**src/rtl/conv_pkg.sv**
```systemverilog
// Shared types and constants for the 1D convolution datapath.
package conv_pkg;
   localparam int DATA_W = 14;
   localparam int ACC_W  = 28;
   localparam int LANES  = 8;

   typedef logic signed [DATA_W-1:0] data_t;

   typedef enum logic [2:0] {
      S_FILL,
      S_ISSUE,
      S_DRAIN,
      S_CAPTURE,
      S_SLIDE
   } scatter_state_t;
endpackage

```
**src/rtl/weight_regfile.sv**
```systemverilog
// Kernel weight store: one write port, LANES read ports addressed by beat.
// Writes are refused while the lock input is high.
module weight_regfile
   import conv_pkg::*;
#(
   parameter int N_TAPS = 16,
   parameter int BEAT_W = 1
) (
   input  logic                      clk,
   input  logic                      reset,
   input  logic                      we,
   input  logic                      lock,
   input  logic [$clog2(N_TAPS)-1:0] addr,
   input  data_t                     wdata,
   input  logic [BEAT_W-1:0]         rd_beat,
   output data_t [LANES-1:0]         rd_data
);
   localparam int ADDR_W = $clog2(N_TAPS);

   data_t r_w [N_TAPS];
   logic  w_wr;

   assign w_wr = we & ~lock;

   always_ff @(posedge clk) begin
      if (reset) begin
         r_w <= '{default: '0};
      end else if (w_wr) begin
         r_w[addr] <= wdata;
      end
   end

   // A write landing on the same edge that loads beat 0 is forwarded, so the
   // new weight is already visible in the following cycle.
   for (genvar gi = 0; gi < LANES; gi++) begin : g_rd
      logic [ADDR_W-1:0] w_idx;
      assign w_idx       = ADDR_W'(rd_beat * LANES + gi);
      assign rd_data[gi] = (w_wr && addr == w_idx) ? wdata : r_w[w_idx];
   end
endmodule

```
**src/rtl/mac_operand_scatter.sv**
```systemverilog
// Sliding-window operand distributor for the 8-lane MAC array: holds N_TAPS
// samples and issues window x weight pairs over N_TAPS/8 beats.
module mac_operand_scatter
   import conv_pkg::*;
#(
   parameter int N_TAPS   = 16,
   parameter int TREE_LAT = 5
) (
   input  logic                      clk,
   input  logic                      reset,
   input  data_t                     in_data,
   input  logic                      in_valid,
   output logic                      in_ready,
   input  logic                      flush,
   input  logic                      w_we,
   input  logic [$clog2(N_TAPS)-1:0] w_addr,
   input  data_t                     w_data,
   output logic                      w_err,
   output data_t [LANES-1:0]         lane_a,
   output data_t [LANES-1:0]         lane_b,
   output logic                      mac_en,
   output logic                      mac_clear,
   output logic                      sum_capture
);
   localparam int BEATS  = N_TAPS / LANES;
   localparam int BEAT_W = (BEATS > 1) ? $clog2(BEATS) : 1;
   localparam int CNT_W  = $clog2(N_TAPS);
   localparam int DRN_W  = (TREE_LAT > 1) ? $clog2(TREE_LAT) : 1;

   scatter_state_t    r_state, w_state_next;
   logic [CNT_W-1:0]  r_fill_cnt;
   logic [BEAT_W-1:0] r_beat, w_beat_next;
   logic [DRN_W-1:0]  r_drain_cnt;
   data_t             r_window [N_TAPS];
   data_t             w_window_next [N_TAPS];
   data_t [LANES-1:0] w_a_sel;
   data_t [LANES-1:0] w_b_sel;
   logic              w_accept;
   logic              w_lock;

   assign in_ready = ~reset & (r_state == S_FILL || r_state == S_SLIDE);
   assign w_accept = in_valid & in_ready;
   assign w_lock   = (r_state == S_ISSUE) || (r_state == S_DRAIN);

   // window[0] is the oldest sample; new samples enter at the top.
   for (genvar gi = 0; gi < N_TAPS - 1; gi++) begin : g_shift
      assign w_window_next[gi] = w_accept ? r_window[gi+1] : r_window[gi];
   end
   assign w_window_next[N_TAPS-1] = w_accept ? in_data : r_window[N_TAPS-1];

   for (genvar gi = 0; gi < LANES; gi++) begin : g_lane
      logic [CNT_W-1:0] w_idx;
      assign w_idx       = CNT_W'(w_beat_next * LANES + gi);
      assign w_a_sel[gi] = w_window_next[w_idx];
   end

   weight_regfile #(
      .N_TAPS (N_TAPS),
      .BEAT_W (BEAT_W)
   ) u_weights (
      .clk     (clk),
      .reset   (reset),
      .we      (w_we),
      .lock    (w_lock),
      .addr    (w_addr),
      .wdata   (w_data),
      .rd_beat (w_beat_next),
      .rd_data (w_b_sel)
   );

   always_comb begin
      w_state_next = r_state;
      w_beat_next  = r_beat;
      case (r_state)
         S_FILL: begin
            if (w_accept && r_fill_cnt == CNT_W'(N_TAPS - 1)) begin
               w_state_next = S_ISSUE;
               w_beat_next  = '0;
            end
         end
         S_ISSUE: begin
            if (r_beat == BEAT_W'(BEATS - 1)) w_state_next = S_DRAIN;
            else                              w_beat_next  = r_beat + 1'b1;
         end
         S_DRAIN: begin
            if (r_drain_cnt == DRN_W'(TREE_LAT - 1)) w_state_next = S_CAPTURE;
         end
         S_CAPTURE: w_state_next = S_SLIDE;
         S_SLIDE: begin
            if (w_accept) begin
               w_state_next = S_ISSUE;
               w_beat_next  = '0;
            end
         end
         default: w_state_next = S_FILL;
      endcase
      if (flush) w_state_next = S_FILL;
   end

   always_ff @(posedge clk) begin
      if (reset || flush) r_window <= '{default: '0};
      else                r_window <= w_window_next;
   end

   // Operand and strobe registers are loaded from next-state values so each
   // beat appears in the cycle right after the edge that selects it.
   always_ff @(posedge clk) begin
      if (reset) begin
         r_state     <= S_FILL;
         r_beat      <= '0;
         r_fill_cnt  <= '0;
         r_drain_cnt <= '0;
         lane_a      <= '0;
         lane_b      <= '0;
         mac_en      <= 1'b0;
         mac_clear   <= 1'b0;
         sum_capture <= 1'b0;
         w_err       <= 1'b0;
      end else begin
         r_state <= w_state_next;
         r_beat  <= w_beat_next;
         if (flush || w_state_next != S_FILL) r_fill_cnt <= '0;
         else if (w_accept)                   r_fill_cnt <= r_fill_cnt + 1'b1;
         if (r_state == S_DRAIN && w_state_next == S_DRAIN) r_drain_cnt <= r_drain_cnt + 1'b1;
         else                                               r_drain_cnt <= '0;
         if (w_state_next == S_ISSUE) begin
            lane_a <= w_a_sel;
            lane_b <= w_b_sel;
         end
         mac_en      <= (w_state_next == S_ISSUE);
         mac_clear   <= (w_state_next == S_ISSUE) && (r_state != S_ISSUE);
         sum_capture <= (w_state_next == S_CAPTURE);
         w_err       <= w_we & w_lock;
      end
   end
endmodule

```
**config.mk**
```make
export PLATFORM = sky130hd
export DESIGN_NAME = mac_operand_scatter
export DESIGN_NICKNAME = d
export VERILOG_FILES = /design/src/rtl/conv_pkg.sv /design/src/rtl/weight_regfile.sv /design/src/rtl/mac_operand_scatter.sv
export SDC_FILE = /design/constraint.sdc
export NUM_CORES = 2
export LEC_CHECK = 0
export CAP_MARGIN = 10
export CORE_AREA = 2 2 352 215
export CTS_CLUSTER_DIAMETER = 200
export DETAILED_ROUTE_END_ITERATION = 10
export DIE_AREA = 0 0 354 217
export MAX_ROUTING_LAYER = met4
export PLACE_DENSITY = 0.59
export SYNTH_ARGS = -nofsm -noshare
export SYNTH_HDL_FRONTEND = slang
export SYNTH_SLANG_ARGS = --single-unit
```
**constraint.sdc**
```tcl
create_clock -name clk -period 3.1 [get_ports clk]
set_clock_uncertainty 0.05 [all_clocks]
set_input_delay 0.775 -clock clk [delete_from_list [all_inputs] [get_ports clk]]
set_output_delay 0.775 -clock clk [all_outputs]
set_load 0.02 [all_outputs]
```
* Word-level counts from Yosys, hierarchy flattened
Index checks and enable logic that the tools add are counted.
Storage, ports and cells: input bits 37, word-level logic and storage cells 215, bits in latches 0, memory bits (writable) 0, memories 0, bits in read-only memories 0, register bits after elaboration 687
Cells by class: equality and inequality tests 18, divide/modulo/power cells 0, reductions and logical operators 20, multiplexer cells 85, multiply operators 0, add/sub/neg operators 10, shift operators 0, bitwise gates (word level) 16, $lt $le $gt $ge 10
Operators by type and width (number):
- $bmux 14 s4 | 16
- $mux 14 | 57
- $bwmux 224 | 1
- $demux 14 s4 | 1
- $ge 5x5->1 const B | 9
- $not 4->5 | 9
- $eq 4x4->1 | 8
- $add 4x3->4 const B | 4
- $mux 3 | 5
- $pmux 3 s5 | 1
- $eq 3x2->1 const B | 4
- $logic_and 1x1->1 | 12
- $add 4x1->4 const B | 2
- $add 4x2->4 const B | 2
- $eq 3x1->1 const B | 2
- $eq 3x3->1 const B | 2
- $lt 5x1->1 const B | 1
- $and 1x1->1 | 4
- $eq 4x4->1 const B | 1
- $logic_or 1x1->1 | 4
- $reduce_or 2->1 | 2
- $add 3x1->3 const B | 1
- $logic_not 3->1 | 1
- $mux 1 | 3
- 5 further kinds | 7

* Logic depth before layout (Yosys ltp)
depth after elaboration 13, depth in mapped cells 11, depth with buffers taken out 8

* Modules after synthesis
A second synthesis with hierarchy kept.
Second synthesis, totals: cell total of the unflattened synthesis 3316, area, all modules 30083.9 um2
Modules (own cells, without submodules):
- mac_operand_scatter | sequential area each 9268.9 um2, instances 1, cells an instance 2270, area each 18506.5 um2
- weight_regfile | sequential area each 4484.3 um2, instances 1, cells an instance 1046, area each 11577.4 um2

* Worst setup path after synthesis
OpenSTA, ideal clock, no wires.
kind input to register, start point input port reset, end point register lane_b[56] in the netlist's numbering, path buffers 4, data required time 2933 ps, arrival 2670 ps, stages on the path 9, setup slack 263 ps, setup time 117 ps, cell sequence buf_6 -> or4b_4 -> buf_6 -> o221ai_2 -> nand4_2 -> buf_6 -> buf_6 -> or3_1 -> a32o_1
On the way: longest elaborated chain between the ends 12
RTL lines:
- from (decl) | RTL line mac_operand_scatter.sv:10 | input logic reset,
- $not 1->1 | RTL line mac_operand_scatter.sv:41 | assign in_ready = ~reset & (r_state == S_FILL || r_state == S_SLIDE);
- $and 1x1->1 | RTL line mac_operand_scatter.sv:41
- $and 1x1->1 | RTL line mac_operand_scatter.sv:42 | assign w_accept = in_valid & in_ready;
- $logic_and 1x1->1 | RTL line mac_operand_scatter.sv:76 | if (w_accept && r_fill_cnt == CNT_W'(N_TAPS - 1)) begin
- $mux 1 | RTL line mac_operand_scatter.sv:76
- $pmux 1 s3 | RTL line mac_operand_scatter.sv:74 | case (r_state)
- $add 4x3->4 | RTL line weight_regfile.sv:37 | assign w_idx = ADDR_W'(rd_beat * LANES + gi);
- $not 4->5 (not written as such) | RTL line weight_regfile.sv:38 | assign rd_data[gi] = (w_wr && addr == w_idx) ? wdata : r_w[w_idx];
- $bmux 14 s4 | RTL line weight_regfile.sv:38
- $mux 14 (not written as such) (2 in a row) | RTL line weight_regfile.sv:38
- $mux 14 | RTL line weight_regfile.sv:38
- to (signal assigned) | RTL line mac_operand_scatter.sv:128 | lane_b <= w_b_sel;
- to (decl) | RTL line mac_operand_scatter.sv:20 | output data_t [LANES-1:0] lane_b,
Parallel ways exist; a longest one is shown, timed or not. The select of a mux whose other input is x is not followed. A chain may end at the register's enable or synchronous reset.

* Worst setup path after layout
start point input port reset, end point output port in_ready
On the way: longest elaborated chain between the ends 2
RTL lines:
- $not 1->1 | RTL line mac_operand_scatter.sv:41
- $and 1x1->1 | RTL line mac_operand_scatter.sv:41
- to (decl) | RTL line mac_operand_scatter.sv:13 | output logic in_ready,
No other way between the ends.

==> impl_metrics.csv <==
group,metric,value,unit
status,status,"completed",
drt,wl_per_cell,21.9,um
cts,cts_max_level,3,
drt,firstDrtPassIters,8,
drt,dr_total_vias,28000,
grt,antenna_found_initial,6,
cts,cts-buffers-inserted,70,
synth,synth_cell_types,46,
synth,synthTopCellsByArea,"dfxtp_1 47%, nand2_1 11%, nand3_1 7.2%",
die,start_util,39.3,%
critical_path,crit_required,2270,ps
synth,synth_cells,3651,
power,ir_worst_vdd,0.460,mV
grt,grt_first_pass_wirelength,160000,um
critical_path,crit_arrival,1990,ps
timing,slew_headroom,20.3,%
place,placed_cells,4716,
synth,ys.flop_type,"dfxtp_1",
synth,ys_seq_area_share,47.1,%
cts,postCtsSetupRepairBufs,0,
synth,netlist_area,29200,um2
cts,hold_buffers,0,
drt,wl,106000,um
drt,drc,0,
place,numPortBuffers,265,
place,place_congestion,0.859,
die,die_y,217,um
timing,worst_slew_pin_slew,1200,ps
die,fp-row-count,78,
cts,ctsResizeCount,0,
cells_and_area,n_fill_cell,7160,
synth,yosysWarnings,0,
power,leakagePower,12.4,nW
synth,synth_area_per_cell,7.99,um2
drt,ant_nets,0,
synth,synth_common_cells,"817 x nand2_1, 687 x dfxtp_1, 417 x nand3_1",
flow_run,drv_cap,0,
synth,synth_nets,3691,
grt,grt_pass1_vias,25300,
timing,period_share,90.9,%
die,ios,266,
critical_path,critPathMaxFanout,14,
drt,vias_per_cell,5.78,
synth,ys_ff_latch,687,
cells_and_area,area.growth.synth_to_final,23.2,%
timing,min_period,2820,ps
critical_path,end_kind,"output port",
timing,rsz0062_at_grt,"no",
drt,drt_iter0_markers,3239,
critical_path,start_kind,"input port",
timing,hold_slack,396,ps
grt,grt_start_max_net_pins,227,
cts,cts-root-buf,"clkbuf_16",
cells_and_area,ff_latch_area,13800,um2
cts,clk_latency,630,ps
timing,hold_violations,0,
cts,cts_num_sinks,687,
synth,yosysTopAreaCell,"dfxtp_1",
synth,synthArstFlopShare,0,%
cts,clk_pin_slew,60,ps
power,power.density,518,nW/um2
critical_path,crit_type,"input port to output port",
cts,clock_path_buffers,3,
synth,synth_top_area_share,47.1,%
grt,grtUsageTotal,27.4,%
cells_and_area,multi_input_area,14000,um2
synth,synth.most_common_cell,"nand2_1",
timing,max_freq,355,MHz
hold_path,hp-class,"flip-flop to flip-flop",
die,core_region_area,74200,um2
grt,grt-ovfl-total,0,
die,die_area,76800,um2
cells_and_area,drive_gt1_share,7.92,%
die,die_w,354,um
cells_and_area,nNetsFinal,3828,
cts,cts_tree,"done",
cells_and_area,layout.cells.non_filler,4844,
synth,synth_edf_count,0,
place,dp_hpwl,66900,um
timing,slew_viol_final,0,
timing,setup_viol,0,
-- layout make-up --
| type | instances | share of cell area [%] |
|---|---|---|
| clock inverters | 18 | 0.609 |
| repair buffers | 442 | 12.9 |
| inverters | 11 | 0.129 |
| diodes | 4 | 0.0278 |
| multi-input cells | 2576 | 38.9 |
| well taps | 1000 | 3.48 |
| flip-flops and latches | 687 | 38.3 |
| clock buffers | 106 | 5.73 |
-- kinds of logic (layout without fill, tap and decap cells) --
kind of cell             count (synthesis)  in the layout  synth area share, %
XOR/XNOR                                 6              6                0.180
other                                    0              4                    0
buffers and inverters                  388            577                 5.42
AO/OA/AOI/OAI                          792            792                 18.4
AND/OR/NAND/NOR                       1620           1620                 23.4
adder cells (fa/ha/maj)                  3              3                0.129
multiplexers                           155            155                 5.32
flip-flops                             687            687                 47.1
-- layout by cell type, fill, tap and decap left out, drive strengths merged, types with 2 or more instances in the layout --
cell and n:
or3 60, a222oi 13, nand3 417, nor2 309, and3 2, ha 3, nand3b 2, nand4 3
nand2b 2, clkinv 10, buf 178, dfxtp 687, xnor2 3, a32o 197, o22ai 114, a21o 2
inv 14, bufinv 4, mux2i 155, a22o 14, nand2 817, o21ai 17, a22oi 15, clkdlybuf4s50 264
diode 4, a2111oi 2, xor2 3, nor3 2, o2bb2ai 13, a21oi 397, clkbuf 106
-- metrics by stage --
stage	setup WS, ps	util, %	TNS [ps]	area, um2	power, mW
2_1_floorplan	263	-	0	29200	9.67
3_3_place_gp	-135	45.4	-6950	33700	10.2
3_5_place_dp	-138	45.4	-7370	33700	10.2
4_1_cts	282	48.5	0	35900	18.8
5_1_grt	273	48.5	0	36000	19.2
6_report	283	48.5	0	36000	18.6
-- worst max-delay path, stage by stage --
cell	delay [ps]
buf_6	100
buf_4	200
nor3_1	160
buf_4	160
clkdlybuf4s50_1	600
-- state kept, by name, summed over array words and instances, names as in the netlist --
| signal | flops |
|---|---|
| mac_en | 1 |
| lane_b | 112 |
| r_beat | 1 |
| u_weights.r_w | 224 |
| r_fill_cnt | 4 |
| r_state | 3 |
| mac_clear | 1 |
| sum_capture | 1 |
| r_drain_cnt | 3 |
| w_err | 1 |
| r_window | 224 |
| lane_a | 112 |
-- metal layers --
metal	up-vias	GRT usage [%]	routed length, um
li1	13100	-	-
met1	13600	41.8	51400
met2	1162	35.7	42700
met3	163	5.68	9660
met4	0	7.10	2190
met5	-	-	0
-- path summary, 6_finish.rpt --
kind,end,start,cells after the start,slack [ps]
hold / removal,r_drain_cnt[0],r_drain_cnt[0],1,400
setup reg to reg,lane_a[31],r_state[2],6,470
setup / recovery,in_ready,reset,5,280
hold reg to reg,r_drain_cnt[0],r_drain_cnt[0],1,400
-- where the power goes --
group / total, mW / leakage (nW) / switching [mW] / internal (mW)
combinational: 1.10 / 5.76 / 0.801 / 0.302
clock: 8.64 / 1.12 / 3.71 / 4.94
sequential: 8.89 / 5.54 / 0.0257 / 8.87
(Power assumes the default switching activity.)
